**config.mk**
```make
export PLATFORM = sky130hd
export DESIGN_NAME = motion_frame_scheduler
export DESIGN_NICKNAME = d
export VERILOG_FILES = /design/src/rtl/motion_frame_scheduler.sv
export SDC_FILE = /design/constraint.sdc
export NUM_CORES = 1
export LEC_CHECK = 0
export ABC_AREA = 1
export CAP_MARGIN = 20
export CORE_ASPECT_RATIO = 1.75
export CORE_MARGIN = 2
export CORE_UTILIZATION = 34
export CTS_BUF_LIST = sky130_fd_sc_hd__clkbuf_8
export DETAILED_ROUTE_END_ITERATION = 16
export GPL_ROUTABILITY_DRIVEN = 0
export PLACE_DENSITY = 0.46
export SYNTH_ARGS = -nofsm -noshare
export SYNTH_HDL_FRONTEND = slang
export SYNTH_SLANG_ARGS = --single-unit
```
**constraint.sdc**
```tcl
create_clock -name clk -period 4.2 [get_ports clk]
set_input_delay 0.84 -clock clk [delete_from_list [all_inputs] [get_ports clk]]
set_output_delay 0.84 -clock clk [all_outputs]
set_load 0.05 [all_outputs]
```
**src/rtl/motion_frame_scheduler.sv**
```systemverilog
`default_nettype none
// ============================================================================
// Module      : motion_frame_scheduler
// Description : Decides when to ask the JSON translator for a motion frame,
//               captures the frame bytes the translator emits into a small
//               byte FIFO and streams them to a UART transmitter with a
//               valid/ready handshake.
//               Frames are launched on a pending emergency stop (highest
//               priority), on a changed motion command, or on heartbeat
//               expiry, which resends the last completed command.
// Revision    : 1.0 - initial release
//
// Optional feature macro: FRAME_NEWLINE_EN
//   When defined, a 0x0A byte is appended after the 27 translator bytes, so
//   every frame is 28 bytes and frame_done marks acceptance of the newline.
//
// Ports
//   clk          in   1  sole clock, rising edge
//   reset        in   1  synchronous, active-high reset
//   cmd_in       in   3  requested command (6 and 7 behave as 0, stop)
//   cmd_in_valid in   1  cmd_in qualifier
//   estop        in   1  emergency stop level
//   tr_command   out  3  command handed to the translator
//   tr_valid     out  1  one-cycle translator start pulse
//   tr_busy      in   1  translator transmitting flag
//   tr_byte      in   8  translator ASCII byte
//   tx_data      out  8  byte towards the UART
//   tx_valid     out  1  tx_data valid
//   tx_ready     in   1  UART accepts tx_data
//   sent_cmd     out  3  last command whose frame was fully transmitted
//   frame_done   out  1  one-cycle pulse after the final frame byte
// ============================================================================
module motion_frame_scheduler #(
    parameter int HEARTBEAT_CYCLES = 50_000_000,
    parameter int FIFO_DEPTH       = 32
) (
    input  logic       clk,
    input  logic       reset,
    input  logic [2:0] cmd_in,
    input  logic       cmd_in_valid,
    input  logic       estop,
    output logic [2:0] tr_command,
    output logic       tr_valid,
    input  logic       tr_busy,
    input  logic [7:0] tr_byte,
    output logic [7:0] tx_data,
    output logic       tx_valid,
    input  logic       tx_ready,
    output logic [2:0] sent_cmd,
    output logic       frame_done
);

    localparam int c_AW = (FIFO_DEPTH > 1) ? $clog2(FIFO_DEPTH) : 1;
    localparam int c_CW = $clog2(FIFO_DEPTH + 1);
    localparam int c_HW = (HEARTBEAT_CYCLES > 1) ? $clog2(HEARTBEAT_CYCLES) : 1;

    localparam logic [c_HW-1:0] c_HB_LAST  = c_HW'(HEARTBEAT_CYCLES - 1);
    localparam logic [c_AW-1:0] c_PTR_LAST = c_AW'(FIFO_DEPTH - 1);
    localparam logic [c_CW-1:0] c_CNT_FULL = c_CW'(FIFO_DEPTH);

    localparam logic [1:0] c_ST_IDLE    = 2'd0;
    localparam logic [1:0] c_ST_LAUNCH  = 2'd1;
    localparam logic [1:0] c_ST_CAPTURE = 2'd2;
    localparam logic [1:0] c_ST_DRAIN   = 2'd3;

    logic [1:0]      r_state;
    logic [1:0]      w_state_next;

    logic            r_busy_d;
    logic            r_estop_d;
    logic            r_estop_pend;
    logic            r_cmd_pend;
    logic [2:0]      r_cmd_pend_val;
    logic [2:0]      r_tr_cmd;
    logic [2:0]      r_sent_cmd;
    logic            r_frame_done;
    logic [c_HW-1:0] r_hb;

    logic [7:0]      r_mem [FIFO_DEPTH];
    logic [c_AW-1:0] r_wr_ptr;
    logic [c_AW-1:0] r_rd_ptr;
    logic [c_CW-1:0] r_count;

    logic [2:0]      w_cmd_norm;
    logic            w_req;
    logic            w_req_changed;
    logic            w_estop_rise;
    logic            w_hb_expired;
    logic            w_trigger;
    logic            w_launch;
    logic [2:0]      w_launch_cmd;
    logic            w_busy_fall;
    logic            w_capture;
    logic            w_push_req;
    logic            w_push;
    logic [7:0]      w_wdata;
    logic            w_tx_valid;
    logic            w_pop;
    logic            w_src_done;
    logic            w_frame_end;

    // ------------------------------------------------------------------
    // Request decoding and trigger selection
    // ------------------------------------------------------------------
    assign w_cmd_norm    = (cmd_in > 3'd5) ? 3'd0 : cmd_in;
    assign w_req         = cmd_in_valid && !estop;
    // r_tr_cmd only changes at launch, so it is the last launched command.
    assign w_req_changed = w_req && (w_cmd_norm != r_tr_cmd);
    assign w_estop_rise  = estop && !r_estop_d;
    assign w_hb_expired  = (r_hb == c_HB_LAST);
    assign w_trigger     = r_estop_pend || r_cmd_pend || w_hb_expired;
    assign w_launch      = (r_state == c_ST_IDLE) && w_trigger && !tr_busy;
    assign w_launch_cmd  = r_estop_pend ? 3'd0 :
                           r_cmd_pend   ? r_cmd_pend_val : r_sent_cmd;

    // ------------------------------------------------------------------
    // Byte capture and drain
    // ------------------------------------------------------------------
    // The first busy cycle carries no byte; data is valid from the second.
    assign w_busy_fall = r_busy_d && !tr_busy;
    assign w_capture   = (r_state == c_ST_CAPTURE) && tr_busy && r_busy_d;
`ifdef FRAME_NEWLINE_EN
    assign w_push_req  = w_capture || ((r_state == c_ST_CAPTURE) && w_busy_fall);
    assign w_wdata     = w_capture ? tr_byte : 8'h0A;
`else
    assign w_push_req  = w_capture;
    assign w_wdata     = tr_byte;
`endif
    assign w_push      = w_push_req && (r_count != c_CNT_FULL);

    assign w_tx_valid  = ((r_state == c_ST_CAPTURE) || (r_state == c_ST_DRAIN)) &&
                         (r_count != '0);
    assign w_pop       = w_tx_valid && tx_ready;

    // No more bytes can arrive once the translator has dropped busy, so the
    // pop that empties the FIFO then is the last byte of the frame. With a
    // fast UART this can already happen in the busy-fall cycle.
    assign w_src_done  = (r_state == c_ST_DRAIN) ||
                         ((r_state == c_ST_CAPTURE) && w_busy_fall);
    assign w_frame_end = w_src_done && w_pop && !w_push && (r_count == c_CW'(1));

    // ------------------------------------------------------------------
    // FSM
    // ------------------------------------------------------------------
    always_ff @(posedge clk) begin
        if (reset) begin
            r_state <= c_ST_IDLE;
        end else begin
            r_state <= w_state_next;
        end
    end

    always_comb begin
        w_state_next = r_state;
        case (r_state)
            c_ST_IDLE:    if (w_launch) w_state_next = c_ST_LAUNCH;
            c_ST_LAUNCH:  w_state_next = c_ST_CAPTURE;
            // Skip DRAIN when the final byte already left in this cycle so
            // the heartbeat starts counting right after frame_done.
            c_ST_CAPTURE: if (w_busy_fall) w_state_next = w_frame_end ? c_ST_IDLE : c_ST_DRAIN;
            c_ST_DRAIN:   if (w_frame_end || (r_count == '0)) w_state_next = c_ST_IDLE;
            default:      w_state_next = c_ST_IDLE;
        endcase
    end

    // ------------------------------------------------------------------
    // Pending request, launch and completion registers
    // ------------------------------------------------------------------
    always_ff @(posedge clk) begin
        if (reset) begin
            r_busy_d       <= 1'b0;
            r_estop_d      <= 1'b0;
            r_estop_pend   <= 1'b1;     // a STOP frame goes out first
            r_cmd_pend     <= 1'b0;
            r_cmd_pend_val <= 3'd0;
            r_tr_cmd       <= 3'd0;
            r_sent_cmd     <= 3'd0;
            r_frame_done   <= 1'b0;
            r_hb           <= '0;
        end else begin
            r_busy_d     <= tr_busy;
            r_estop_d    <= estop;
            r_frame_done <= w_frame_end;

            if (w_launch) begin
                r_tr_cmd <= w_launch_cmd;
                if (r_estop_pend) begin
                    r_estop_pend <= 1'b0;
                end else begin
                    r_cmd_pend <= 1'b0;
                end
            end

            // Later assignments win: new requests override the launch clear.
            if (w_estop_rise) begin
                r_estop_pend <= 1'b1;
                r_cmd_pend   <= 1'b0;
            end else if (w_req) begin
                if (w_req_changed) begin
                    r_cmd_pend     <= 1'b1;
                    r_cmd_pend_val <= w_cmd_norm;
                end else begin
                    // Latest request matches what is already on the wire.
                    r_cmd_pend <= 1'b0;
                end
            end

            if (w_frame_end) begin
                r_sent_cmd <= r_tr_cmd;
            end

            // Saturates at the last value so an expiry blocked by tr_busy
            // stays armed until the launch happens.
            if (w_frame_end) begin
                r_hb <= '0;
            end else if ((r_state == c_ST_IDLE) && !w_hb_expired) begin
                r_hb <= r_hb + c_HW'(1);
            end
        end
    end

    // ------------------------------------------------------------------
    // Byte FIFO
    // ------------------------------------------------------------------
    always_ff @(posedge clk) begin
        if (w_push) begin
            r_mem[r_wr_ptr] <= w_wdata;
        end
    end

    always_ff @(posedge clk) begin
        if (reset) begin
            r_wr_ptr <= '0;
            r_rd_ptr <= '0;
            r_count  <= '0;
        end else begin
            if (w_push) begin
                r_wr_ptr <= (r_wr_ptr == c_PTR_LAST) ? '0 : r_wr_ptr + c_AW'(1);
            end
            if (w_pop) begin
                r_rd_ptr <= (r_rd_ptr == c_PTR_LAST) ? '0 : r_rd_ptr + c_AW'(1);
            end
            case ({w_push, w_pop})
                2'b10:   r_count <= r_count + c_CW'(1);
                2'b01:   r_count <= r_count - c_CW'(1);
                default: r_count <= r_count;
            endcase
        end
    end

    // ------------------------------------------------------------------
    // Outputs
    // ------------------------------------------------------------------
    assign tr_valid   = (r_state == c_ST_LAUNCH);
    assign tr_command = r_tr_cmd;
    assign tx_valid   = w_tx_valid;
    assign tx_data    = w_tx_valid ? r_mem[r_rd_ptr] : 8'h00;
    assign sent_cmd   = r_sent_cmd;
    assign frame_done = r_frame_done;

endmodule
`default_nettype wire
```
==> flow_summary.ini <==
[layout]
utilization = 0.3984
drive_gt1_frac = 0.1050
num-nets-final = 1475
synthToLayoutAreaGrowth_pct = 15.91
fin_area_sq_um = 15960

[detailed_routing]
drt.antenna.violating_nets = 0
top_layer = met4
drc = 0
met2_length_mm = 21.25
routed_wl_mm = 38.68
wl_per_cell_microns = 19.51
wl_met1_mm = 14.42
vias_per_cell = 4.995
wl_met3_mm = 1.575
vias = 9901
dr.pass1.iters = 5
drt-initial-drc-count = 501

[floorplan]
fp.coreArea_sq_um = 40050
dieWidth_microns = 156.1
die_height_microns = 270.2
initial_utilization = 0.3437
placementRows = 97
dieArea_sq_um = 42180
io_pins = 34

[clock_network]
cts_tree = built
htree_levels = 2
clk_latency_ns = 0.58
cts-root-buf = clkbuf_8
clock-sinks = 319
cts_made_buffers = 51
cts.clk_slew.worst_paths_ns = 0.07
cts_buffer_depth = 3

[min_path]
min_to = r_hb[5]$_SDFFE_PP0P_
holdCritStartpoint = r_hb[5]$_SDFFE_PP0P_
min_path_type = flop to flop
hold_depth = 2

[placed_design]
io_buffer_count = 33
dpl_cell_area_sq_um = 14920
dp_hpwl_mm = 24.96

[sta]
max_freq_mhz = 250.1
post-route-min-period_ns = 3.998
min_period_over_period = 0.9520
timing.setup.tns_ns = 0
rsz0062_at_grt = false
setup_viol = 0
maxSlewViolCount = 0
hold_violations = 0
relSlewSlack = 0.5948
fin_skew_ns = 0.01143
tightest_slew_ns = 0.6059

[power_and_ir_drop]
ir_drop_v = 0.0002752
power_leakage_nw = 5.833
power_density_nw_per_um2 = 411.7

[logic_synthesis]
yosys.cell_types.count = 37
netlist_area_sq_um = 13770
yosys.area.top_type = edfxtp_1
synth.avg_cell_area_sq_um = 10.12
ys_seq_area_frac = 0.6500
ys_seq_elements = 319
synth_edf_count = 256
synth_top_area_share = 0.5584
postSynth.asyncResetShare = 0
syn_inst = 1360
synth_common_cells = nand2_1 (346), edfxtp_1 (256), nor2_1 (189)
yosysMostFrequentCell = nand2_1
synth-main-ff-cell = edfxtp_1
synth_nets = 1389
yosys_warnings = 0
ys_top_cells_by_area = edfxtp_1 (56%), nand2_1 (9.4%), dfxtp_1 (9.2%), nor2_1 (5.2%), a21oi_1 (3.5%)

[grt]
grt_antenna_before_repair = 1
grt_use_total = 0.1838
grt_pass1_vias = 9880
grt_pass1_wl_mm = 58.32
grt.overflow.total = 0
grt_max_degree = 81

[worst_setup_path]
crit_arrival_ns = 3.16
crit_required_ns = 3.36
cp_max_fo = 39
ff2ff_setup_slack_ns = 1.71
start_kind = flop
r2r_start = r_count[0]$_SDFFE_PP0P_
reg2regPathDepth = 10
crit_path_end_kind = output port
criticalPathCategory = flop to output port
rr_endpoint = r_mem[13][0]$_DFFE_PP_

[outcome]
outcome = finished, final reports clean

[run]
maxCapViolations = 0
[routing by layer]
layer | up-vias | track usage
met3 | 74 | 0.02904
met2 | 219 | 0.3522
met1 | 4781 | 0.1980
li1 | 4827 | -
met5 | - | 0
met4 | 0 | 0.07195
[cells by family (layout without fill, tap and decap cells)]
group / count (synthesis) / count (layout) / share of synthesized area
compound gates: 216 / 216 / 0.08434
xor+xnor: 21 / 21 / 0.01336
fa+ha+maj: 12 / 12 / 0.01091
buf+inv: 126 / 252 / 0.04117
flops: 319 / 319 / 0.6500
other cells: 0 / 1 / 0
simple gates: 666 / 666 / 0.2002
[through the flow]
| step | std cells | setup slack, ns | power [mW] | hold WS (ns) |
|---|---|---|---|---|
| finish | 1982 | 0.2016 | 6.570 | 0.4897 |
| global route | 1982 | 0.006785 | 6.851 | 0.5240 |
| CTS | 1980 | 0.01178 | 6.684 | 0.4914 |
| detailed placement | 1887 | 0.5296 | 3.971 | 0.4803 |
| global placement | 1887 | 0.5318 | 3.967 | 0.4724 |
| floorplan | 1360 | 1.510 | 3.846 | 0.4434 |
[critical path, stage by stage (launching register included)]
cell and delay (ns):
dfxtp_4 0.57, buf_12 0.26, buf_12 0.23, nand2_1 0.08
nand3_1 0.09, nand2_1 0.08, a21oi_1 0.14, o31ai_1 0.09
nand2_1 0.06, nor2_1 0.05, nor2_1 0.09, clkdlybuf4s50_1 0.81
[final cells by class]
class                   instances  area [sq um]
diodes                          1         2.502
fillers                      4012         24090
repair buffers                 94         878.3
inverters                      65         246.5
clock inverters                40         276.5
multi-input cells             915          4252
flip-flops and latches        319          8954
clock buffers                  53         729.5
well taps                     495         619.3
[report_power, final]
part / switching [mW] / leakage [nW] / internal [mW]
Clock: 1.25 / 0.542 / 1.42
Sequential: 0.0406 / 2.81 / 3.44
Combinational: 0.308 / 2.48 / 0.110
[registers in the layout, summed over array words and instances (netlist names), named ones only]
| register | count |
|---|---|
| r_hb | 26 |
| r_cmd_pend | 1 |
| frame_done | 1 |
| r_estop_pend | 1 |
| tr_command | 3 |
| r_rd_ptr | 5 |
| r_busy_d | 1 |
| sent_cmd | 3 |
| r_mem | 256 |
| r_wr_ptr | 5 |
| r_count | 6 |
| r_state | 2 |
| r_cmd_pend_val | 3 |
| r_estop_d | 1 |
[how the worst max path moves through the flow]
| stage | endpoint | slack [ns] | cells past startpoint |
|---|---|---|---|
| after floorplan | tx_data[0] | 1.51 | 7 |
| after global placement | tx_data[5] | 0.53 | 11 |
| after detailed placement | tx_data[5] | 0.53 | 11 |
| after CTS | tx_data[0] | 0.01 | 9 |
| after global routing | tx_data[4] | 0.007 | 9 |
| final | tx_data[4] | 0.20 | 11 |
[repair_timing]
action,CTS,global route
setup endpoints to repair,2,3
hold buffers,0,0
setup buffers,0,1
gates resized for setup,2,2
[placed cells by master, fill, tap and decap left out, types with 2 or more instances in the layout]
cell type | synthesis | routed
nand2_1 | 346 | 346
edfxtp_1 | 256 | 256
nor2_1 | 189 | 189
a21oi_1 | 95 | 95
nand3_1 | 90 | 90
o21ai_0 | 79 | 79
inv_1 | 58 | 67
dfxtp_1 | 63 | 61
buf_4 | 7 | 57
clkbuf_8 | 0 | 53
clkdlybuf4s50_1 | 0 | 26
o31ai_1 | 20 | 20
xor2_1 | 19 | 19
o22ai_1 | 17 | 17
clkinv_1 | 1 | 17
nor3_1 | 15 | 15
ha_1 | 12 | 12
clkinv_2 | 0 | 8
buf_12 | 0 | 6
inv_2 | 6 | 5
nand3b_1 | 5 | 5
nand2_2 | 5 | 5
nor2_4 | 4 | 4
bufinv_16 | 0 | 4
clkinvlp_4 | 0 | 3
nand3_2 | 2 | 2
nand2_4 | 2 | 2
xnor2_1 | 2 | 2
nand4_1 | 2 | 2
dlymetal6s2s_1 | 0 | 2
dlygate4sd2_1 | 0 | 2
No activity file was read; power rests on OpenSTA's default activity.
